### src/rtl/i2c_ctrl_pkg.sv
// Shared types and constants for the I2C trigger/clock front end.
// Latency: n/a; backpressure: n/a.
package i2c_ctrl_pkg;

  localparam int CLK_DIV_W_DEFAULT = 24;

  typedef enum logic [1:0] {
    IDLE  = 2'd0,
    ARMED = 2'd1,
    START = 2'd2,
    RUN   = 2'd3
  } state_t;

  // Quarter phases of one SCL bit cell: low, rise to high, high, fall to low.
  localparam logic [1:0] PH_LOW0  = 2'd0;
  localparam logic [1:0] PH_HIGH0 = 2'd1;
  localparam logic [1:0] PH_HIGH1 = 2'd2;
  localparam logic [1:0] PH_LOW1  = 2'd3;

endpackage

### src/rtl/clk_div_tick.sv
// Divides clk into a one-cycle fsm_tick, a square fsm_clk_reg and a 4-phase SCL index.
// Latency: fsm_tick is combinational from the counter; no backpressure.
module clk_div_tick
  import i2c_ctrl_pkg::*;
#(
  parameter int CLK_DIV_W = CLK_DIV_W_DEFAULT
) (
  input  logic                 clk,
  input  logic                 reset,
  input  logic [CLK_DIV_W-1:0] clk_div_threshold,
  output logic                 fsm_tick,
  output logic                 fsm_clk_reg,
  output logic [1:0]           scl_phase
);

  logic [CLK_DIV_W-1:0] cnt;
  logic [CLK_DIV_W-1:0] thr_m1;
  logic                 wrap;

  assign thr_m1 = (clk_div_threshold == '0) ? '0 : clk_div_threshold - CLK_DIV_W'(1);

  // >= so that a threshold lowered below the running count wraps immediately.
  assign wrap     = (cnt >= thr_m1);
  assign fsm_tick = wrap & ~reset;

  always_ff @(posedge clk) begin
    if (reset) begin
      cnt         <= '0;
      fsm_clk_reg <= 1'b0;
      scl_phase   <= PH_LOW0;
    end else if (wrap) begin
      cnt         <= '0;
      fsm_clk_reg <= ~fsm_clk_reg;
      scl_phase   <= scl_phase + 2'd1;
    end else begin
      cnt <= cnt + CLK_DIV_W'(1);
    end
  end

endmodule

### src/rtl/i2c_clk_trigger_gen.sv
// Turns the host trigger bit into one phase-aligned start for the I2C FSM and tracks it to done.
// Latency: 3 clks trigger-to-edge, start on the next phase-0 tick; no backpressure.
module i2c_clk_trigger_gen
  import i2c_ctrl_pkg::*;
#(
  parameter int CLK_DIV_W     = CLK_DIV_W_DEFAULT,
  parameter int TIMEOUT_TICKS = 4096,
  parameter int CNT_W         = 16
) (
  input  logic                 clk,
  input  logic                 reset,
  input  logic [CLK_DIV_W-1:0] clk_div_threshold,
  input  logic [31:0]          pc_control,
  input  logic                 fsm_done,
  output logic                 fsm_tick,
  output logic                 fsm_clk_reg,
  output logic [1:0]           scl_phase,
  output logic                 start,
  output logic                 busy,
  output logic [CNT_W-1:0]     trig_count,
  output logic                 overrun,
  output logic                 timeout
);

  localparam int WD_W = $clog2(TIMEOUT_TICKS + 1);
  localparam logic [WD_W-1:0] WD_LAST = WD_W'(TIMEOUT_TICKS - 1);

  state_t          state;
  logic [WD_W-1:0] wd_cnt;
  logic            trig_s1, trig_s2, trig_s3, trig_edge;
  logic            clr_s1, clr_s2;
  logic            done_run, wd_expire, set_overrun;
  logic            unused_pc;

  assign unused_pc = ^pc_control[31:2];

  clk_div_tick #(
    .CLK_DIV_W(CLK_DIV_W)
  ) u_div (
    .clk              (clk),
    .reset            (reset),
    .clk_div_threshold(clk_div_threshold),
    .fsm_tick         (fsm_tick),
    .fsm_clk_reg      (fsm_clk_reg),
    .scl_phase        (scl_phase)
  );

  assign busy     = (state != IDLE);
  assign done_run = (state == RUN) && fsm_done;
  // Done beats the watchdog when both land in the same cycle.
  assign wd_expire   = (state == RUN) && fsm_tick && (wd_cnt == WD_LAST) && !fsm_done;
  assign set_overrun = trig_edge && (state != IDLE) && !done_run;

  always_ff @(posedge clk) begin
    if (reset) begin
      state      <= IDLE;
      start      <= 1'b0;
      wd_cnt     <= '0;
      trig_count <= '0;
      overrun    <= 1'b0;
      timeout    <= 1'b0;
      trig_s1    <= 1'b0;
      trig_s2    <= 1'b0;
      trig_s3    <= 1'b0;
      trig_edge  <= 1'b0;
      clr_s1     <= 1'b0;
      clr_s2     <= 1'b0;
    end else begin
      trig_s1   <= pc_control[0];
      trig_s2   <= trig_s1;
      trig_s3   <= trig_s2;
      trig_edge <= trig_s2 & ~trig_s3;
      clr_s1    <= pc_control[1];
      clr_s2    <= clr_s1;

      if (set_overrun)  overrun <= 1'b1;
      else if (clr_s2)  overrun <= 1'b0;

      if (wd_expire)    timeout <= 1'b1;
      else if (clr_s2)  timeout <= 1'b0;

      if ((state == RUN) && fsm_tick) wd_cnt <= wd_cnt + WD_W'(1);

      case (state)
        IDLE: if (trig_edge) state <= ARMED;
        ARMED: begin
          // Launch on the last quarter so start rises together with phase 0.
          if (fsm_tick && (scl_phase == PH_LOW1)) begin
            state <= START;
            start <= 1'b1;
          end
        end
        START: begin
          if (fsm_tick) begin
            state  <= RUN;
            start  <= 1'b0;
            wd_cnt <= '0;
          end
        end
        RUN: begin
          if (fsm_done) begin
            trig_count <= trig_count + CNT_W'(1);
            state      <= trig_edge ? ARMED : IDLE;
          end else if (wd_expire) begin
            state <= IDLE;
          end
        end
        default: state <= IDLE;
      endcase
    end
  end

endmodule

### config.mk
export PLATFORM = sky130hd
export DESIGN_NAME = i2c_clk_trigger_gen
export DESIGN_NICKNAME = d
export VERILOG_FILES = /design/src/rtl/i2c_ctrl_pkg.sv /design/src/rtl/clk_div_tick.sv /design/src/rtl/i2c_clk_trigger_gen.sv
export SDC_FILE = /design/constraint.sdc
export NUM_CORES = 1
export LEC_CHECK = 0
export CORE_MARGIN = 2
export CORE_UTILIZATION = 40
export DETAILED_ROUTE_END_ITERATION = 8
export GPL_ROUTABILITY_DRIVEN = 0
export PLACE_DENSITY = 0.65
export RECOVER_POWER = 25
export SYNTH_ARGS = -nofsm -noshare
export SYNTH_HDL_FRONTEND = slang
export SYNTH_SLANG_ARGS = --single-unit
### constraint.sdc
create_clock -name clk -period 12.4 [get_ports clk]
set_clock_uncertainty 0.15 [all_clocks]
set_input_delay 1.86 -clock clk [delete_from_list [all_inputs] [get_ports clk]]
set_output_delay 1.86 -clock clk [all_outputs]
set_load 0.03 [all_outputs]
==> flow_metrics.env <==
export IMPL_internal_power_uw=359
export IMPL_start_util_pct=40.9
export IMPL_grt_max_degree=47
export IMPL_syn2layout_area_growth_pct=20.5
export IMPL_drive_above_1_share_pct=3.28
export IMPL_r2r_slack_ps=9250
export IMPL_die_area_um2=10800
export IMPL_holdPathEnd="trig_edge"
export IMPL_pre_cts_slack_ps=3800
export IMPL_clock_latency_ps=330
export IMPL_grt_ovfl_total=0
export IMPL_drt_total_wl_um=8540
export IMPL_antenna_left=0
export IMPL_switching_power_uw=123
export IMPL_async_flop_share_pct=0
export IMPL_die_w_um=104
export IMPL_post_place_cells=667
export IMPL_power_density_nw_per_um2=100
export IMPL_final_util_pct=49.3
export IMPL_cts_root_buf="clkbuf_8"
export IMPL_io_pins=83
export IMPL_status="complete, but fails checks"
export IMPL_ys_seq_area_share_pct=33.7
export IMPL_hold_viol=0
export IMPL_r2r_start="u_div.cnt[17]"
export IMPL_drc=0
export IMPL_ys_ff_latch=67
export IMPL_grt_busiest_layer="met2"
export IMPL_slew_violations=47
export IMPL_reg_top3="u_div.cnt (24), trig_count (16), wd_cnt (13)"
export IMPL_cts_buffers=9
export IMPL_min_delay_start="trig_s3"
export IMPL_power_frac_clock_pct=36.9
export IMPL_clkSinkCount=67
export IMPL_ir_worst_vdd_mv=0.0570
export IMPL_rsz0062_at_grt="false"
export IMPL_worstMarginPinSlew_ps=1930
export IMPL_max_freq_mhz=116
export IMPL_whs_ps=233
export IMPL_track_usage_pct=16.8
export IMPL_seq_power_share_pct=48.1
export IMPL_cp_data_required_time_ps=10390
export IMPL_tns_ps=0
export IMPL_vias_per_cell=5.22
export IMPL_synthFlopType="dfxtp_1"
export IMPL_grt_met3_usage_pct=3.84
export IMPL_post_cts_buffers=0
export IMPL_grt_pass1_vias=3387
export IMPL_relSlewSlack_pct=-28.5
export IMPL_finalCritPeriodShare_pct=69.4
export IMPL_syn_num_nets=589
export IMPL_stdcell_count=682
export IMPL_drv_cap=1
export IMPL_final_net_count=638
export IMPL_ctsHoldBuffers=0
export IMPL_via_count=3557
export IMPL_r2r_end="u_div.cnt[17]"
export IMPL_finalSetupViolCount=0
export IMPL_hold_path_class="flop to flop"
export IMPL_comb_power_share_pct=14.9
export IMPL_grt_pass1_wl_um=15100
export IMPL_port_buffers=52
export IMPL_antenna_found_initial=0
export IMPL_core_area_um2=9730
export IMPL_worst_slack_ps=3800
export IMPL_die_h_um=104
export IMPL_cp_end_kind="output port"
export IMPL_avgSynthCellArea_um2=8.03
export IMPL_clk_path_buf_depth=2
export IMPL_synth_distinct_cells=51
export IMPL_place_area_um2=4610
export IMPL_htreeDepth=3
export IMPL_use_met1_pct=21.0
export IMPL_critical_path_class="input pin to output port"
export IMPL_critPathArrivalTime_ps=6590
export IMPL_power_uw=482
export IMPL_cts_resized=0
export IMPL_p_sw_share_pct=25.5
export IMPL_drtPass1Iterations=4
export IMPL_cts_tree="yes"
export IMPL_use_met2_pct=28.5
export IMPL_first_iter_violations=161
export IMPL_critPathLaunchType="input pin"
export IMPL_fillers=955
export IMPL_top_register="u_div.cnt"
export IMPL_violations="max-capacitance violations, max-slew violations"
export IMPL_dp_hpwl_um=6460
export IMPL_clk_pin_slew_ps=60
export IMPL_p_leak_nw=1.86
export IMPL_reg2regPathDepth=8
export IMPL_period_minus_slack_ps=8600
export IMPL_yosysWarnings=0
export IMPL_stdcell_area_um2=4800
export IMPL_wl_per_cell_um=12.5
export IMPL_largest_reg_flops=24
export IMPL_synth_edf_count=0
export IMPL_cp_startpoint="clk_div_threshold[11]"
export IMPL_rows=36
export IMPL_antenna_cells=0
export IMPL_netlist_area_um2=3980
export IMPL_worstPathMaxFanout=23
export IMPL_min_path_cells=1
export IMPL_synth_cells=496
final cells by class:
class / count / area, um^2 / share of cell area (%)
clock buffers: 13 / 159 / 3.31
clock inverters: 2 / 35.0 / 0.730
inverters: 19 / 71.3 / 1.49
multi-input cells: 395 / 2500 / 52.1
flip-flops and latches: 67 / 1340 / 28.0
well taps: 133 / 166 / 3.47
repair buffers: 53 / 524 / 10.9
placed cells by master, fill, tap and decap left out, types with 3 or more instances in the layout:
cell,count
xor2_1,30
nor3_1,12
xnor2_1,25
ha_1,34
inv_1,18
clkbuf_8,11
a21oi_1,16
nand2b_1,3
nand4b_1,3
dfxtp_1,67
nand3_1,32
or4_1,7
clkdlybuf4s50_1,43
nor2_1,67
nand4_1,12
nand2_1,62
nor2b_1,11
nor4_1,7
a31oi_1,11
and3_1,10
dlygate4sd3_1,9
o21ai_0,13
or3_1,7
clkbuf_1,3
cells by family (layout without fill, tap and decap cells):
logic type               after synthesis  count (layout)  synth area share [%]
buffers and inverters                 34              87                  3.49
flip-flops                            67              67                  33.7
AO/OA/AOI/OAI                         59              59                  9.62
multiplexers                           1               1                 0.251
XOR/XNOR                              55              55                  12.1
AND/OR/NAND/NOR                      246             246                  30.2
adder cells (fa/ha/maj)               34              34                  10.7
worst max-delay path by stage:
stage	endpoint	cells after the start	slack, ps
after global routing	fsm_tick	14	3350
after CTS	fsm_tick	14	3800
after floorplan	fsm_tick	15	5150
final	fsm_tick	14	3800
after detailed placement	fsm_tick	14	3800
after global placement	fsm_tick	14	3870
critical path, stage by stage:
cell and delay [ps]:
clkdlybuf4s50_1 470, or4_1 560, nor3_1 270, and3_1 240, nand3_1 520, nand2_1 240, ha_1 270, a21oi_1 130
nor2_1 50, a211oi_1 380, o221ai_2 200, nor2_2 660, nor2_1 70, clkdlybuf4s50_1 660
cell usage after synthesis (3+ instances only):
master    count  area share, %
clkbuf_1     10           0.94
a31oi_1      11            1.7
nand4b_1      3           0.66
nor2_1       67            6.3
o21ai_0      13            1.6
xnor2_1      25            5.5
inv_1        18            1.7
nand2_1      62            5.8
or4_1         7            1.3
xor2_1       30            6.6
nor4_1        7            1.1
and3_1       10            1.6
ha_1         34             11
nor3_1       12            1.5
nand2b_1      3           0.47
nand4_1      12            1.9
or3_1         7            1.1
nor2b_1      11            1.7
nand3_1      32            4.0
buf_2         3           0.38
a21oi_1      16            2.0
dfxtp_1      67             34
power groups by stage:
stage	registers (mW)	clock network (mW)	logic (mW)
floorplan	0.237	0	0.0439
global route	0.233	0.194	0.0816
detailed placement	0.237	0	0.0727
global placement	0.236	0	0.0700
CTS	0.232	0.185	0.0732
finish	0.232	0.178	0.0721
routing by layer:
metal | routed length, um | share of wire [%] | up-vias
met1 | 3970 | 47 | 1669
met4 | 106 | 1.2 | 0
met5 | 0 | 0 | -
li1 | - | - | 1838
met2 | 4190 | 49 | 41
met3 | 267 | 3.1 | 9
No activity file was read; power rests on OpenSTA's default activity.
